--- src/rtl/sm_div_if.sv ---
// rtl/sm_div_if.sv - start/busy/done handshake and operand/result bundle for sm_div
//
// Ports (signals):
//   start      request, sampled by the divider only while idle
//   N, D       sign-magnitude dividend (NW bits) and divisor (DW bits)
//   busy, done operation in progress / single-cycle completion pulse
//   Q, R       sign-magnitude quotient (NW bits) and remainder (DW bits)
//   SF, ZF     quotient sign / quotient magnitude zero
//   DZF        divide-by-zero
// Modports: master drives the request side, slave is the divider.

interface sm_div_if #(
  parameter int NW = 5,
  parameter int DW = 3
);
  logic          start;
  logic [NW-1:0] N;
  logic [DW-1:0] D;
  logic          busy;
  logic          done;
  logic [NW-1:0] Q;
  logic [DW-1:0] R;
  logic          SF;
  logic          ZF;
  logic          DZF;

  modport master (
    output start, N, D,
    input  busy, done, Q, R, SF, ZF, DZF
  );

  modport slave (
    input  start, N, D,
    output busy, done, Q, R, SF, ZF, DZF
  );
endinterface

--- src/rtl/sm_div.sv ---
// rtl/sm_div.sv - sequential sign-magnitude restoring divider, one quotient bit per clock
//
// Ports:
//   clk  rising-edge clock
//   rst  synchronous active-high reset; aborts any operation in progress
//   bus  sm_div_if slave: start/N/D in, busy/done/Q/R/SF/ZF/DZF out
//
// Flow: IDLE latches operands on start, CALC runs NW-1 shift-subtract steps,
// FIN registers the signed results and raises done for one cycle. A zero
// divisor magnitude (+0 or -0) skips CALC entirely.

module sm_div #(
  parameter int NW = 5,
  parameter int DW = 3
) (
  input logic     clk,
  input logic     rst,
  sm_div_if.slave bus
);

  localparam int CW = $clog2(NW);

  typedef enum logic [1:0] {
    IDLE = 2'd0,
    CALC = 2'd1,
    FIN  = 2'd2
  } state_t;

  state_t state;
  state_t state_nxt;

  logic [NW-2:0] dvd;   // dividend magnitude, consumed MSB first
  logic [NW-2:0] quo;   // quotient magnitude, built LSB first
  logic [DW-2:0] dmag;  // divisor magnitude
  logic [DW-1:0] prem;  // partial remainder, one bit wider than the divisor
  logic [CW-1:0] cnt;   // iterations left
  logic          qsign;
  logic          rsign;
  logic          dz;

  logic [DW-1:0] shifted;
  logic [DW-1:0] diff;
  logic          ge;
  logic          accept;
  logic          q_nz;
  logic          r_nz;

  logic          done_q;
  logic [NW-1:0] q_out;
  logic [DW-1:0] r_out;
  logic          sf_out;
  logic          zf_out;
  logic          dzf_out;
  logic          busy_c;

  // The done cycle is spent in IDLE; masking start there keeps a request
  // coinciding with done from being taken.
  assign accept  = (state == IDLE) && bus.start && !done_q;

  // prem < dmag always holds between steps, so its top bit is zero and the
  // shifted value fits DW bits.
  assign shifted = {prem[DW-2:0], dvd[NW-2]};
  assign ge      = (shifted >= {1'b0, dmag});
  assign diff    = shifted - {1'b0, dmag};
  assign q_nz    = |quo;
  assign r_nz    = |prem;

  // State register
  always_ff @(posedge clk) begin
    if (rst) begin
      state <= IDLE;
    end else begin
      state <= state_nxt;
    end
  end

  // Next-state logic
  always_comb begin
    state_nxt = state;
    case (state)
      IDLE: begin
        if (accept) begin
          state_nxt = (bus.D[DW-2:0] == '0) ? FIN : CALC;
        end
      end
      CALC: begin
        if (cnt == CW'(1)) begin
          state_nxt = FIN;
        end
      end
      FIN:     state_nxt = IDLE;
      default: state_nxt = IDLE;
    endcase
  end

  // Output logic
  always_comb begin
    busy_c = 1'b0;
    case (state)
      CALC:    busy_c = 1'b1;
      FIN:     busy_c = 1'b1;
      default: busy_c = 1'b0;
    endcase
  end

  // Datapath and result registers
  always_ff @(posedge clk) begin
    if (rst) begin
      dvd     <= '0;
      quo     <= '0;
      dmag    <= '0;
      prem    <= '0;
      cnt     <= '0;
      qsign   <= 1'b0;
      rsign   <= 1'b0;
      dz      <= 1'b0;
      done_q  <= 1'b0;
      q_out   <= '0;
      r_out   <= '0;
      sf_out  <= 1'b0;
      zf_out  <= 1'b0;
      dzf_out <= 1'b0;
    end else begin
      done_q <= (state == FIN);
      case (state)
        IDLE: begin
          if (accept) begin
            dvd   <= bus.N[NW-2:0];
            dmag  <= bus.D[DW-2:0];
            qsign <= bus.N[NW-1] ^ bus.D[DW-1];
            rsign <= bus.N[NW-1];
            prem  <= '0;
            quo   <= '0;
            cnt   <= CW'(NW - 1);
            dz    <= (bus.D[DW-2:0] == '0);
          end
        end
        CALC: begin
          dvd  <= {dvd[NW-3:0], 1'b0};
          prem <= ge ? diff : shifted;
          quo  <= {quo[NW-3:0], ge};
          cnt  <= cnt - CW'(1);
        end
        FIN: begin
          if (dz) begin
            q_out   <= '0;
            r_out   <= '0;
            sf_out  <= 1'b0;
            zf_out  <= 1'b1;
            dzf_out <= 1'b1;
          end else begin
            // Signs are masked by nonzero magnitude so -0 never escapes.
            q_out   <= {qsign & q_nz, quo};
            r_out   <= {rsign & r_nz, prem[DW-2:0]};
            sf_out  <= qsign & q_nz;
            zf_out  <= ~q_nz;
            dzf_out <= 1'b0;
          end
        end
        default: ;
      endcase
    end
  end

  assign bus.busy = busy_c;
  assign bus.done = done_q;
  assign bus.Q    = q_out;
  assign bus.R    = r_out;
  assign bus.SF   = sf_out;
  assign bus.ZF   = zf_out;
  assign bus.DZF  = dzf_out;

endmodule

--- src/flat_wrapper.sv ---
// flat-port wrapper written by rule: the top's interface ports become plain ports
module sm_div_flat 
#(
  parameter int NW = 5,
  parameter int DW = 3
)
  (clk, rst, bus_start, bus_N, bus_D, bus_busy, bus_done, bus_Q, bus_R, bus_SF, bus_ZF, bus_DZF);
  sm_div_if #(.NW(NW), .DW(DW)) bus_i ();
  input logic clk;
  input logic rst;
  input wire logic [$bits(bus_i.start)-1:0] bus_start;
  input wire logic [$bits(bus_i.N)-1:0] bus_N;
  input wire logic [$bits(bus_i.D)-1:0] bus_D;
  output wire logic [$bits(bus_i.busy)-1:0] bus_busy;
  output wire logic [$bits(bus_i.done)-1:0] bus_done;
  output wire logic [$bits(bus_i.Q)-1:0] bus_Q;
  output wire logic [$bits(bus_i.R)-1:0] bus_R;
  output wire logic [$bits(bus_i.SF)-1:0] bus_SF;
  output wire logic [$bits(bus_i.ZF)-1:0] bus_ZF;
  output wire logic [$bits(bus_i.DZF)-1:0] bus_DZF;
  assign bus_i.start = bus_start;
  assign bus_i.N = bus_N;
  assign bus_i.D = bus_D;
  assign bus_busy = bus_i.busy;
  assign bus_done = bus_i.done;
  assign bus_Q = bus_i.Q;
  assign bus_R = bus_i.R;
  assign bus_SF = bus_i.SF;
  assign bus_ZF = bus_i.ZF;
  assign bus_DZF = bus_i.DZF;
  sm_div #(.NW(NW), .DW(DW)) u_core (.clk(clk), .rst(rst), .bus(bus_i));
endmodule
--- config.mk ---
export PLATFORM = sky130hd
export DESIGN_NAME = sm_div_flat
export DESIGN_NICKNAME = d
export VERILOG_FILES = /design/src/rtl/sm_div_if.sv /design/src/rtl/sm_div.sv /design/src/flat_wrapper.sv
export SDC_FILE = /design/constraint.sdc
export NUM_CORES = 1
export LEC_CHECK = 0
export CAP_MARGIN = 0
export CORE_MARGIN = 2
export CORE_UTILIZATION = 45
export CTS_CLUSTER_DIAMETER = 40
export CTS_CLUSTER_SIZE = 20
export DETAILED_ROUTE_END_ITERATION = 7
export GPL_ROUTABILITY_DRIVEN = 0
export HOLD_SLACK_MARGIN = 0.1
export PLACE_DENSITY = 0.81
export SLEW_MARGIN = 20
export SYNTH_ARGS = -nofsm -noshare
export SYNTH_HDL_FRONTEND = slang
export SYNTH_SLANG_ARGS = --single-unit
--- constraint.sdc ---
create_clock -name clk -period 1.8 [get_ports clk]
set_clock_uncertainty 0.2 [all_clocks]
set_input_delay 0.36 -clock clk [delete_from_list [all_inputs] [get_ports clk]]
set_output_delay 0.36 -clock clk [all_outputs]
set_load 0.05 [all_outputs]
==> key figures, run 1 <==
Clock tree
  • Hold_buf cts: 0
  • Count of clock tree sinks: 32
  • Htree depth: 2
  • Root Driver: clkbuf_4
  • TritonCTS buffer count: 5
  • Worst-path clk slew: approximately 0.10 ns
  • Deepest clock path buffer count: 2
  • Worst skew pair latency: 0.34 ns
  • TritonCTS clock tree: done

Route
  • Drt first-iter violations: 57
  • Post-route ant nets: 0
  • WL/cell: roughly 15 µm
  • # DRC: 0
  • Via count: 1264
  • Drt total wl: ~3.5 mm
  • First-pass detailed-route iteration total: 4
  • Via-per-instance ratio: 5.311

Synth
  • Complex-gate fraction of the synthesized area: 0.1884
  • Xor/xnor share of the synthesized area: 0.01215
  • Cell taking the most area after synthesis: dfxtp_1
  • Main combinational cell family by area after synthesis: compound AO/OA/AOI/OAI gates
  • Post-Synth Simple-Gate Area: 0.1797
  • Post-synth top area share: 0.4444
  • Area contributors post-synth: dfxtp_1, nor2_1, a22oi_1
  • Async set or reset register ratio after synthesis: 0
  • Count of cell types in the netlist: 38
  • Cell area after synthesis: about 1400 µm²
  • Synth Area in Adders: 0.07465
  • Avg Cell Area, Syn: 9.123 µm²
  • Post-synthesis sequential element count: 32
  • Primary FF master, synth: dfxtp_1
  • Multiplexer share of the synthesized area: 0.03472
  • Syn. warnings: 0
  • Syn_nets: roughly 180
  • Synth cell count leaders: dfxtp_1, nor2_1, a22oi_1, a21oi_1, inv_1
  • Most frequent cell after synthesis: dfxtp_1
  • Syn Inst Count: between 150 and 200
  • Seq/Total Area, Yosys: 0.4444
  • Post-synth EDFFs: 0

Global route
  • Antenna violations before repair: 0
  • Grt total ovfl: 0
  • Largest net degree at the start of global routing: 23
  • Vias in the first global route: ~1300
  • Global-route wire length before repair: about 5.6 mm
  • Total GRT Usage: 0.2096

STA
  • Final worst slack: -0.0002837 ns
  • Hold Violations, Final: 0
  • Achievable Freq: between 500 and 600 MHz
  • Max Slew Vio Count: 0
  • Final Cycle Share: 1.000
  • Worst slew pin tran: around 0.40 ns
  • Fin crit period: ~1.8 ns
  • Slew headroom: 0.7336
  • Setup-failing EPs final: 1

Worst setup path
  • Reg2reg path depth: 6
  • CP max FO: 4
  • Crit end category: flop
  • Worst Path Required: about 1.8 ns
  • Arr. time, crit path: between 1.5 and 2 ns
  • Setup crit start kind: flop
  • Crit Path Category: reg2reg

Floorplanning
  • Row cnt: 20
  • Initial Utilization: 0.4721
  • Die W: 60.60 µm
  • Die Ht: 60.60 µm
  • I/O pin count: 24
  • Die area: ~3700 µm²
  • Core ar.: just over 3000 µm²

Power
  • Leak Pwr: approximately 0.78 nW
  • Design Power: 2.270 mW
  • Peak supply drop: approximately 0.00049 V
  • Cell area power density: ~1100 nW/µm²

Job
  • Max-Cap Viols: 0

Layout
  • Ratio of cells with drive above 1 in the final layout: 0.3041
  • Ant diodes: 0
  • Fill cells: 231
  • Final nets: between 200 and 250
  • Post-Layout Inst Area: approximately 2000 µm²
  • Area grow syn2layout: 41.23%

Status
  • Violated checks: negative setup slack
  • Status: finished, violations left

Worst hold path
  • Hold Crit Class: reg2reg
  • Hold path depth: 2

Placed design
  • Port buffer count: 23
  • DP Area: 1872 µm²
  • Final HPWL DP: between 2 and 3 mm
==> where the power goes <==
group | leakage (nW) | switching (mW) | internal (mW)
Sequential | 0.263 | 0.0737 | 0.802
Combinational | 0.490 | 0.492 | 0.451
Clock | 0.0315 | 0.261 | 0.191
==> per-layer routing <==
metal  vias to the layer above  GRT usage  share of wire
met2                        28     0.3518           0.52
met3                         9    0.08742          0.047
li1                        616          -              -
met4                         0    0.09006          0.019
met5                         -          0              0
met1                       611     0.2332           0.41
==> metrics by stage <==
stage	TNS, ns	setup WS (ns)	utilization	hold WS, ns	cells
2_1_floorplan	0	0.03783	-	0.2364	158
3_5_place_dp	-1.204	-0.1784	0.6131	0.2588	229
4_1_cts	0	0.003581	0.6439	0.2754	237
6_report	-0.0002837	-0.0002837	0.6668	0.2711	238
3_3_place_gp	-0.2888	-0.07152	0.6131	0.2492	229
5_1_grt	-0.05178	-0.05178	0.6668	0.2945	238
==> critical path, cell delays in order (launching register included) <==
cell and delay [ns]:
dfxtp_2 0.35, inv_2 0.04, ha_4 0.23, nor2b_1 0.14, or4_1 0.42, a32oi_1 0.23
nor2_1 0.07
==> layout by cell type (no fill, tap or decap), types with 5 or more instances in the layout <==
cell             synthesis  layout
dfxtp_1                 32      27
nor2_1                  27      26
buf_4                    1      16
a22oi_1                 12      12
buf_12                   0      11
clkdlybuf4s50_1          0      10
a21oi_1                 10       9
inv_1                   10       8
nand2_1                  8       8
mux2i_1                  5       5
clkbuf_4                 0       5
dfxtp_2                  0       5
==> cell families (layout without fill, tap and decap cells) <==
kind of cell,Yosys count,in the layout
buf+inv,19,55
mux,5,5
compound gates,37,37
xor+xnor,2,2
flops,32,32
simple gates,55,55
fa+ha+maj,8,8
==> final cells by class <==
cell class	count	area (µm²)	share of cell area
Multi-Input combinational cell	107	793.3	0.3897
Sequential cell	32	646.9	0.3178
Timing Repair Buffer	37	440.4	0.2163
Clock buffer	7	55.05	0.02704
Tap cell	44	55.05	0.02704
Inverter	10	37.54	0.01844
Clock inverter	1	7.507	0.003688
==> path summary, 6_finish.rpt <==
kind | slack [ns] | from | end
min | 0.27 | u_core.rsign | u_core.rsign
max | -0.0003 | u_core.dmag[1] | u_core.prem[0]
min reg2reg | 0.27 | u_core.rsign | u_core.rsign
max reg2reg | -0.0003 | u_core.dmag[1] | u_core.prem[0]
==> registers in the layout, summed over array words and instances, names as in the netlist, 2 cells and up <==
name	flops
u_core.bus.Q	4
u_core.dvd	4
u_core.quo	4
u_core.bus.R	3
u_core.cnt	3
u_core.prem	3
u_core.dmag	2
u_core.state	2
==> what timing repair did <==
item,4_1_cts,5_1_grt
buffers inserted,0,1
pin swaps,2,3
setup endpoints to repair,7,17
resized for setup,4,17
No activity file was read; power rests on OpenSTA's default activity.
==> inputs of run 2 (changes only) <==
--- a/config.mk
+++ b/config.mk
@@ -9,7 +9,7 @@
 export CORE_MARGIN = 2
 export CORE_UTILIZATION = 45
 export CTS_CLUSTER_DIAMETER = 40
-export CTS_CLUSTER_SIZE = 20
+export CTS_CLUSTER_SIZE = 14
 export DETAILED_ROUTE_END_ITERATION = 7
 export GPL_ROUTABILITY_DRIVEN = 0
 export HOLD_SLACK_MARGIN = 0.1
==> results of run 2 <==
No change in the layout: final DEF, timing and power equal those of run 1.
==> inputs of run 3 (changes only) <==
--- a/config.mk
+++ b/config.mk
@@ -14,6 +14,7 @@
 export GPL_ROUTABILITY_DRIVEN = 0
 export HOLD_SLACK_MARGIN = 0.1
 export PLACE_DENSITY = 0.81
+export SKIP_LAST_GASP = 1
 export SLEW_MARGIN = 20
 export SYNTH_ARGS = -nofsm -noshare
 export SYNTH_HDL_FRONTEND = slang
==> run 3 against run 2 <==
  * The flow now finishes without violations
  * Sequential cell count is the same
  * Combinational power down 4.4%
  * Die area unchanged
  * Critical path type unchanged
  * Largest cell class unchanged
==> key figures, run 3 (synthesis results as in run 1) <==
Status
  • Status: finished, final reports clean

Clock tree
  • Root Driver: clkbuf_4
  • Worst-path clk slew: 0.10 ns (about the same)
  • Count of clock tree sinks: 32 (unchanged)
  • TritonCTS buffer count: 5 (unchanged)
  • Worst skew pair latency: 0.34 ns (about the same)
  • TritonCTS clock tree: done
  • Deepest clock path buffer count: 2 (unchanged)
  • Htree depth: 2 (unchanged)
  • Number of post-CTS setup repair buffers: 0 (unchanged)

STA
  • Fin crit period: 1.742 ns (-0.05791 ns)
  • Hold Violations, Final: 0 (unchanged)
  • Setup-failing EPs final: 0 (-1)
  • Worst slew pin tran: 0.3925 ns (-0.003446 ns)
  • Achievable Freq: 573.9 MHz (+3.3%)
  • Final worst slack: 0.05763 ns (+0.05791 ns)
  • Max Slew Vio Count: 0 (unchanged)
  • Final Cycle Share: 0.9680 (-0.03217)
  • Slew headroom: 0.7359 (+0.002319)

Worst setup path
  • Cell Chain, Critical Path: inv_2 > ha_4 > nor2b_1 > or4_1 > a32oi_1 > nor2_1
  • Slowest cell delay on critical path: 0.40 ns (-0.02 ns)
  • FF-to-FF Start: u_core.dmag[1]
  • CP max FO: 4 (unchanged)
  • Slowest-stage cell, CP: or4_1
  • Critical path buffers and inverters: 1 (unchanged)
  • Family with the most delay on the worst path: simple AND/OR/NAND/NOR gates
  • CP Launch Point: u_core.dmag[1]
  • Crit Path Category: reg2reg
  • Crit end category: flop
  • Setup crit start kind: flop
  • Arr. time, crit path: 1.78 ns (-0.06 ns)
  • Worst Path Required: 1.84 ns (about the same)

Floorplanning
  • Core ar.: 3053 µm² (unchanged)
  • Row cnt: 20 (unchanged)
  • Die Ht: 60.60 µm (unchanged)
  • I/O pin count: 24 (unchanged)
  • Die W: 60.60 µm (unchanged)
  • Die area: 3672 µm² (unchanged)
  • Initial Utilization: 0.4721 (unchanged)

Global route
  • Most used routing layer in global routing: met2
  • Global-route wire length before repair: 5.595 mm (unchanged)
  • Total GRT Usage: 0.2096 (unchanged)
  • Grt total ovfl: 0 (unchanged)
  • Vias in the first global route: 1250 (unchanged)
  • Antenna violations before repair: 0 (unchanged)
  • Largest net degree at the start of global routing: 23 (unchanged)
  • M3 GR Usage: 0.08742 (unchanged)
  • Grt met2 use: 0.3518 (unchanged)
  • Met1 global-route usage: 0.2332 (unchanged)

Worst hold path
  • HP Start: u_core.rsign
  • Hold Crit Class: reg2reg

Layout
  • Commonest cells after routing, fill and taps aside: dfxtp_1, nor2_1, buf_4
  • Final core utilization: 0.6557 (-0.01106)
  • Ant diodes: 0 (unchanged)
  • Ratio of cells with drive above 1 in the final layout: 0.2953 (-0.008787)
  • Post-Layout Inst Area: 2002 µm² (-1.7%)
  • Area grow syn2layout: 38.89%
  • Final nets: 211 (-0.47%)
  • Fill cells: 238 (+3.0%)
  • Most common cell after layout, fill and taps aside: dfxtp_1

Placed design
  • Final HPWL DP: 2.506 mm (unchanged)
  • DP Area: 1872 µm² (unchanged)
  • Worst slack at placement: -0.1784 ns (unchanged)
  • Port buffer count: 23 (unchanged)

Power
  • Cell area power density: 1112 nW/µm² (-0.27%)
  • Peak supply drop: 0.0005004 V (+1.4%)
  • Design Power: 2.227 mW (-1.9%)
  • Leak Pwr: 0.7769 nW (-0.92%)

Route
  • Via count: 1251 (-1.0%)
  • # DRC: 0 (unchanged)
  • Via-per-instance ratio: 5.278 (-0.61%)
  • WL/cell: 14.17 µm (-3.1%)
  • Drt total wl: 3.359 mm (-3.5%)
  • Drt first-iter violations: 59 (+3.5%)
  • First-pass detailed-route iteration total: 4 (unchanged)
  • Post-route ant nets: 0 (unchanged)

Job
  • Max-Cap Viols: 0 (unchanged)
[run 3: changes by cell type in the layout (fill, tap and decap cells not counted)]
cell,delta
a2111oi_2,+1
a2111oi_4,-1
a21oi_1,+1
a21oi_2,-1
buf_4,-1
ha_2,+1
ha_4,-1
[run 3: cell type report]
cell class,instances,area [µm²],area share
sequential,32,646.9,0.3231
clock inverter,1,7.507,0.003750
timing repair buffer,36,432.9,0.2162
inverter,10,37.54,0.01875
clock buffer,7,55.05,0.02750
tap,44,55.05,0.02750
multi-input combinational,107,767.0,0.3831
[run 3: worst paths after layout]
kind	end	slack, ns	cells past startpoint
max	u_core.prem[0]	0.06	6
min reg2reg	u_core.rsign	0.27	2
min	u_core.rsign	0.27	2
max reg2reg	u_core.prem[0]	0.06	6
[run 3: worst register-to-register path, cell delays in order, from the launching register on]
cell	delay, ns
dfxtp_2	0.35
inv_2	0.04
ha_4	0.22
nor2b_1	0.12
or4_1	0.40
a32oi_1	0.23
nor2_1	0.07
[run 3: stage by stage]
stage	hold WS (ns)	instances	setup TNS (ns)
after global placement	0.2492	229	-0.2888
after floorplan	0.2364	158	0
after CTS	0.2754	237	-0.03218
after detailed placement	0.2588	229	-1.204
after global routing	0.2945	237	-0.007289
final	0.2713	237	0
[run 3: power breakdown]
part / total, mW / switching [mW] / internal (mW)
sequential: 0.874 / 0.0720 / 0.802
combinational: 0.901 / 0.474 / 0.427
clock: 0.451 / 0.260 / 0.191
total: 2.23 / 0.807 / 1.42
[run 3: what timing repair did]
| action | CTS | global route |
|---|---|---|
| endpoints found under the setup margin | 7 | 17 |
| pin swaps | 1 | 4 |
| gates resized for setup | 4 | 15 |
| hold buffers | 0 | 0 |
[run 3: layer usage]
metal | vias to the layer above | wire (µm) | share of wire
met4 | 0 | 54 | 0.016
met1 | 604 | 1424 | 0.42
met2 | 26 | 1737 | 0.52
met3 | 7 | 143 | 0.043
li1 | 614 | - | -
met5 | - | 0 | 0
